**src/rtl/prio_extint_controller.sv**
```systemverilog
// Fixed-priority external interrupt controller: per-source enable/mode, W1C pending,
// one-deep in-service tracking with a claim register readable over a simple word bus.
module prio_extint_controller #(
  parameter int SRC_NUM = 8,
  parameter int AW      = 4,
  parameter int BW      = 32
) (
  input  logic               clk,
  input  logic               rstn,
  output logic               ext_int_trigger,
  input  logic               ext_int_handled,
  input  logic [SRC_NUM-1:0] ext_int_from,
  input  logic [AW-1:0]      addr,
  input  logic               w_rb,
  input  logic [1:0]         acc,
  output logic [BW-1:0]      rdata,
  input  logic [BW-1:0]      wdata,
  input  logic               req,
  output logic               resp,
  output logic               fault
);
  localparam int IDW = (SRC_NUM > 1) ? $clog2(SRC_NUM) : 1;
  localparam logic [1:0] ACC_4B = 2'b10;

  typedef enum logic {IDLE, ACTIVE} state_t;

  state_t             state, state_nxt;
  logic [SRC_NUM-1:0] pend, enable, mode, prev;
  logic [SRC_NUM-1:0] edg, clr, eligible, pend_nxt;
  logic [IDW-1:0]     cur_id, winner;
  logic [1:0]         word;
  logic               invalid, valid, wr;
  logic [BW-1:0]      rd_val;

  assign word     = addr[3:2];
  assign invalid  = (acc != ACC_4B) || (addr[1:0] != 2'b00) || (32'(addr) > 32'hC) ||
                    (w_rb && word == 2'd3);
  assign fault    = req & invalid;
  assign valid    = req & ~invalid;
  assign wr       = valid & w_rb;
  assign eligible = pend & enable;
  assign edg      = ext_int_from & ~prev;
  assign ext_int_trigger = (state == ACTIVE);

  // Clear sources only matter for edge-mode bits; level bits mirror the line.
  always_comb begin
    clr = '0;
    if (wr && word == 2'd0)
      clr = wdata[SRC_NUM-1:0];
    if (state == ACTIVE && ext_int_handled)
      clr = clr | (SRC_NUM'(1) << cur_id);
    pend_nxt = (mode & ext_int_from) | (~mode & ((pend & ~clr) | edg));
  end

  always_comb begin
    winner = '0;
    for (int i = SRC_NUM - 1; i >= 0; i--)
      if (eligible[i]) winner = IDW'(i);
  end

  always_comb begin
    rd_val = '0;
    case (word)
      2'd0:    rd_val = BW'(pend);
      2'd1:    rd_val = BW'(enable);
      2'd2:    rd_val = BW'(mode);
      default: rd_val = (state == ACTIVE) ? BW'({1'b0, cur_id}) + BW'(1) : '0;
    endcase
  end

  always_comb begin
    state_nxt = state;
    case (state)
      IDLE:    if (|eligible) state_nxt = ACTIVE;
      default: if (ext_int_handled) state_nxt = IDLE;
    endcase
  end

  always_ff @(posedge clk) begin
    if (!rstn) state <= IDLE;
    else       state <= state_nxt;
  end

  always_ff @(posedge clk) begin
    if (!rstn) begin
      pend   <= '0;
      enable <= '1;
      mode   <= '0;
      prev   <= '0;
      cur_id <= '0;
      resp   <= 1'b0;
      rdata  <= '0;
    end else begin
      prev <= ext_int_from;
      pend <= pend_nxt;
      resp <= valid;
      if (valid && !w_rb)     rdata  <= rd_val;
      if (wr && word == 2'd1) enable <= wdata[SRC_NUM-1:0];
      if (wr && word == 2'd2) mode   <= wdata[SRC_NUM-1:0];
      if (state == IDLE && |eligible) cur_id <= winner;
    end
  end

  // Write-data bits above the source count are architecturally ignored.
  generate
    if (BW > SRC_NUM) begin : g_wdata_hi
      logic unused_wdata_hi;
      assign unused_wdata_hi = ^wdata[BW-1:SRC_NUM];
    end
  endgenerate
endmodule

```
**config.mk**
```make
export PLATFORM = sky130hd
export DESIGN_NAME = prio_extint_controller
export DESIGN_NICKNAME = d
export VERILOG_FILES = /design/src/rtl/prio_extint_controller.sv
export SDC_FILE = /design/constraint.sdc
export NUM_CORES = 1
export LEC_CHECK = 0
export ABC_AREA = 1
export CAP_MARGIN = 20
export CORE_UTILIZATION = 45
export DETAILED_ROUTE_END_ITERATION = 6
export GPL_TIMING_DRIVEN = 0
export PLACE_DENSITY_LB_ADDON = 0.05
export SKIP_CTS_REPAIR_TIMING = 1
export SLEW_MARGIN = 20
export SYNTH_ARGS = -nofsm -noshare
export SYNTH_HDL_FRONTEND = slang
export SYNTH_SLANG_ARGS = --single-unit
```
**constraint.sdc**
```tcl
create_clock -name clk -period 1.6 [get_ports clk]
set_input_delay 0.32 -clock clk [delete_from_list [all_inputs] [get_ports clk]]
set_output_delay 0.32 -clock clk [all_outputs]
set_load 0.02 [all_outputs]
```
# Yosys cells after proc, flatten, opt, wreduce, memory -nomap -nowiden
# Index checks and enable logic that the tools add are counted.
# W data, S select, Z words.
dict set report word_totals {
  reg_bits 69
  output_inout_bits 35
}
dict set report op_classes {
  n_addsub 1
  n_lt_le_gt_ge 1
  eq_ne 4
  n_shift 1
  muxes 15
  bitwise_logic 16
  n_reduce_logical 14
}
# op count
set op_table {}
lappend op_table {{$and A8 B8 Y8} 5}
lappend op_table {{$mux W3} 8}
lappend op_table {{$not A8 Y8} 3}
lappend op_table {{$or A8 B8 Y8} 3}
lappend op_table {{$pmux W8 S3} 1}
lappend op_table {{$mux W8} 2}
lappend op_table {{$reduce_or A8 Y1} 1}
lappend op_table {{$shl A1 B3 Y8 const A} 1}
lappend op_table {{$logic_and A1 B1 Y1} 7}
lappend op_table {{$add A3 B1 Y4 const B} 1}
lappend op_table {{$eq A2 B2 Y1 const B} 2}
lappend op_table {{$gt A4 B4 Y1 const B} 1}
lappend op_table {{$mux W4} 1}
lappend op_table {{$and A1 B1 Y1} 3}
lappend op_table {{$logic_or A1 B1 Y1} 3}
lappend op_table {{$mux W1} 3}
lappend op_table {{$eq A2 B1 Y1 const B} 1}
lappend op_table {{$logic_not A2 Y1} 1}
lappend op_table {{$ne A2 B2 Y1 const B} 1}
lappend op_table {{$not A1 Y1} 2}
lappend op_table {{$reduce_bool A2 Y1} 1}
lappend op_table {{$logic_not A1 Y1} 1}

# Depth between registers and ports, before layout
dict set report depth {
  word_depth 16
  depth_mapped 10
  ltp_nobuf 10
}

# Worst setup path before layout
# Ideal clock, no wire load.
dict set report synth_path {
  path_kind {input to register}
  startpoint {in acc[0]}
  endpoint {reg mode[5]}
  arrival_time_ps 1146
  setup_slack_ps 342
  path_stages 9
  n_path_buf 1
  path_cell_list {inv_1 -> nand2_1 -> nor3_2 -> nand4_1 -> nor2_4 -> buf_4 -> nand2_1 -> nand2_1 -> nor2_1}
}
dict set report synth_between {
  elab_chain_len 8
}
# item line_no
set synth_lines {}
lappend synth_lines {{from (decl)} 15} ;# input logic [1:0] acc,
lappend synth_lines {{$ne A2 B2 Y1} 36} ;# assign invalid = (acc != ACC_4B) || (addr[1:0] != 2'b00) || (32'(addr) > 32'hC) ||
lappend synth_lines {{$logic_or A1 B1 Y1 (3 in a row)} 36}
lappend synth_lines {{$not A1 Y1} 39} ;# assign valid = req & ~invalid;
lappend synth_lines {{$and A1 B1 Y1} 39}
lappend synth_lines {{$and A1 B1 Y1} 40} ;# assign wr = valid & w_rb;
lappend synth_lines {{$logic_and A1 B1 Y1} 99} ;# if (wr && word == 2'd2) mode <= wdata[SRC_NUM-1:0];
lappend synth_lines {{to (signal assigned)} 99}
lappend synth_lines {{to (decl)} 28} ;# logic [SRC_NUM-1:0] pend, enable, mode, prev;
# Every way passes these cells.
# A chain may end at the register's enable or synchronous reset.

# Worst setup path in the final report
dict set report layout_path {
  startpoint {reg rdata[5]}
  endpoint {out rdata[5]}
}
# item line_no
set layout_rtl {}
lappend layout_rtl {{from (decl)} 16} ;# output logic [BW-1:0] rdata,
lappend layout_rtl {{from (signal assigned)} 97} ;# if (valid && !w_rb) rdata <= rd_val;
# No word-level cell between the ends.

==> reports/metrics.csv <==
stage;metric;value;unit
outcome;status;finished, final reports clean;
placed_design;place_area;0.00302;mm^2
setup_path;path_delay_family;buffers and inverters;
detailed_routing;firstDrtPassIters;5;
synth;syn-cell-area;0.00249;mm^2
setup_path;path_cells;clkdlybuf4s50_1;
synth;synth_cells;373;
global_route;grt_usage;23.9;%
clock_network;cts.htree.levels;2;
placed_design;portBuffers;36;
timing;slew_viol_final;0;
power_and_ir_drop;leakage;1.70;nW
layout;drive_gt1_share;14.5;%
power_and_ir_drop;internal_power;1.76;mW
setup_path;path_class;reg2out;
floorplan;initial_utilization;47.8;%
timing;hold_slack;0.356;ns
floorplan;die_x;76.3;um
detailed_routing;num_vias;2463;
placed_design;hpwl;4910;um
clock_network;clock-sinks;45;
power_and_ir_drop;p_sw;0.731;mW
timing;fin_skew;0.00443;ns
timing;rsz0062_at_grt;no;
timing;finalHoldViolations;0;
job;cap_violations;0;
layout;layout_common_cells;109 x nand2_1, 53 x inv_1, 44 x dfxtp_1;
detailed_routing;vias_per_cell;4.75;
power_and_ir_drop;p_per_area;766;mW/mm^2
power_and_ir_drop;clkPwrFrac;31.2;%
setup_path;startpoint_type;flip-flop;
layout;nets;504;
global_route;grt_pass1_vias;2239;
layout;num_antenna_cells;0;
floorplan;ios;86;
setup_path;crit_required;1.28;ns
floorplan;die_area;0.00583;mm^2
power_and_ir_drop;share_comb_of_total_power;20.4;%
floorplan;core.rowCount;26;
clock_network;path_clk_slew;0.09;ns
detailed_routing;ant_nets;0;
layout;mostFrequentLayoutCell;nand2_1;
timing;period_needed;1.55;ns
global_route;grt_pass1_wl;10800;um
power_and_ir_drop;peakVddDrop;0.000528;V
floorplan;core;0.00520;mm^2
timing;post-route-period-util;96.7;%
clock_network;clockBufferDepth;2;
worst_hold_path;hold_path_class;in2reg;
clock_network;cts-root-buf;clkbuf_8;
layout;design_area;0.00325;mm^2
global_route;grt_max_degree;14;
layout;nFillCells;496;
detailed_routing;route.detailed.drc;0;
power_and_ir_drop;pwr-share-seq;48.4;%
timing;worst_slew_pin_slew;0.637;ns
timing;fmax;646;MHz
layout;multiInputGateArea;0.00124;mm^2
global_route;grt_overflow;0;
synth;synth_cell_type_count;27;
global_route;antenna_found_initial;0;
clock_network;clk_latency;0.29;ns
timing;slew_headroom;57.5;%
power_and_ir_drop;power.total;2.49;mW
setup_path;critical_path.max_stage_delay;0.60;ns
setup_path;cp-end-kind;primary output;
synth;yosysWarnings;0;
placed_design;place.gp.congestion;0.905;
floorplan;die_y;76.3;um
timing;setup_violations;0;
clock_network;cts_inserted_buffers;5;
layout;seqCellArea;902;um^2
setup_path;crit_slowest_cell;clkdlybuf4s50_1;
detailed_routing;dr.first_iter.drc_count;170;
setup_path;critPathMaxFanout;2;
setup_path;path_buf_inv;1;
detailed_routing;post_drt_wl_per_cell;13.1;um
synth;ys_ff_latch;45;
synth;postSynthAreaPerCell;6.67;um^2
clock_network;cts_tree;yes;
setup_path;arrival;1.23;ns
synth;ys_seq_area_share;36.2;%
detailed_routing;drt-total-wl;6780;um
layout;area_growth;30.7;%
power_and_ir_drop;p_sw_share;29.3;%
-- per-layer routing --
| layer | up-vias | global-route usage [%] | wire length (um) |
|---|---|---|---|
| met5 | - | 0 | 0 |
| met4 | 0 | 8.08 | 114 |
| met3 | 12 | 6.71 | 501 |
| met2 | 108 | 38.7 | 3120 |
| met1 | 1072 | 30.4 | 3040 |
| li1 | 1271 | - | - |
-- registers in the layout, indices dropped and copies added (netlist names) --
register	flops
ext_int_trigger	1
pend	8
cur_id	3
prev	8
mode	8
resp	1
enable	8
rdata	8
-- cells in the mapped netlist (all sizes together) --
library cell,number,area (um^2)
nand2,115,439
dfxtp,45,901
inv,54,203
nand3,19,95.1
nand4,19,119
nor3,9,50.1
a211oi,1,7.51
clkbuf,2,7.51
o2111ai,3,26.3
conb,1,3.75
ha,6,75.1
o211ai,2,15.0
a21oi,11,55.1
a31oi,2,12.5
nor2,36,153
clkinv,1,3.75
nor4,5,31.3
buf,34,249
o21ai,8,40.0
-- power groups by stage --
| stage | sequential (mW) | combinational, mW | clock [mW] |
|---|---|---|---|
| global route | 1.21 | 0.570 | 0.842 |
| CTS | 1.20 | 0.493 | 0.790 |
| detailed placement | 1.23 | 0.490 | 0 |
| global placement | 1.23 | 0.487 | 0 |
| finish | 1.21 | 0.509 | 0.776 |
| floorplan | 1.23 | 0.326 | 0 |
-- worst paths after layout --
kind | from | endpoint | slack (ns) | depth (start not counted)
max | rdata[5]$_SDFFE_PN0P_ | rdata[5] | 0.05 | 1
max reg2reg | cur_id[2]$_SDFFE_PN0P_ | rdata[2]$_SDFFE_PN0P_ | 0.20 | 7
min reg2reg | rdata[5]$_SDFFE_PN0P_ | rdata[5]$_SDFFE_PN0P_ | 0.44 | 2
min | rstn | prev[6]$_SDFF_PN0_ | 0.36 | 3
-- final cells by class --
| class | instances | share of cell area, % |
|---|---|---|
| inverter | 55 | 6.35 |
| buffer | 36 | 8.35 |
| tap | 70 | 2.69 |
| clock buffer | 7 | 2.96 |
| clock inverter | 1 | 0.154 |
| timing repair buffer | 44 | 13.4 |
| sequential | 45 | 27.8 |
| multi-input combinational | 260 | 38.3 |
-- through the flow --
stage	std cells	setup TNS [ns]	util (%)	setup WS, ns
global placement	502	-10.82	58.0	-0.656
finish	518	0	62.5	0.0532
global route	518	0	62.5	0.00106
CTS	510	-2.35	60.0	-0.679
detailed placement	502	-11.06	58.0	-0.667
floorplan	396	0	-	0.342
-- cell families (layout without fill, tap and decap cells) --
group | count (synthesis) | in the layout | share of synthesized area (%)
buffers and inverters | 91 | 143 | 18.6
AND/OR/NAND/NOR | 203 | 203 | 35.7
flip-flops | 45 | 45 | 36.2
other | 1 | 24 | 0.151
adder cells (fa/ha/maj) | 6 | 6 | 3.02
AO/OA/AOI/OAI | 27 | 27 | 6.29
(Power assumes the default switching activity.)
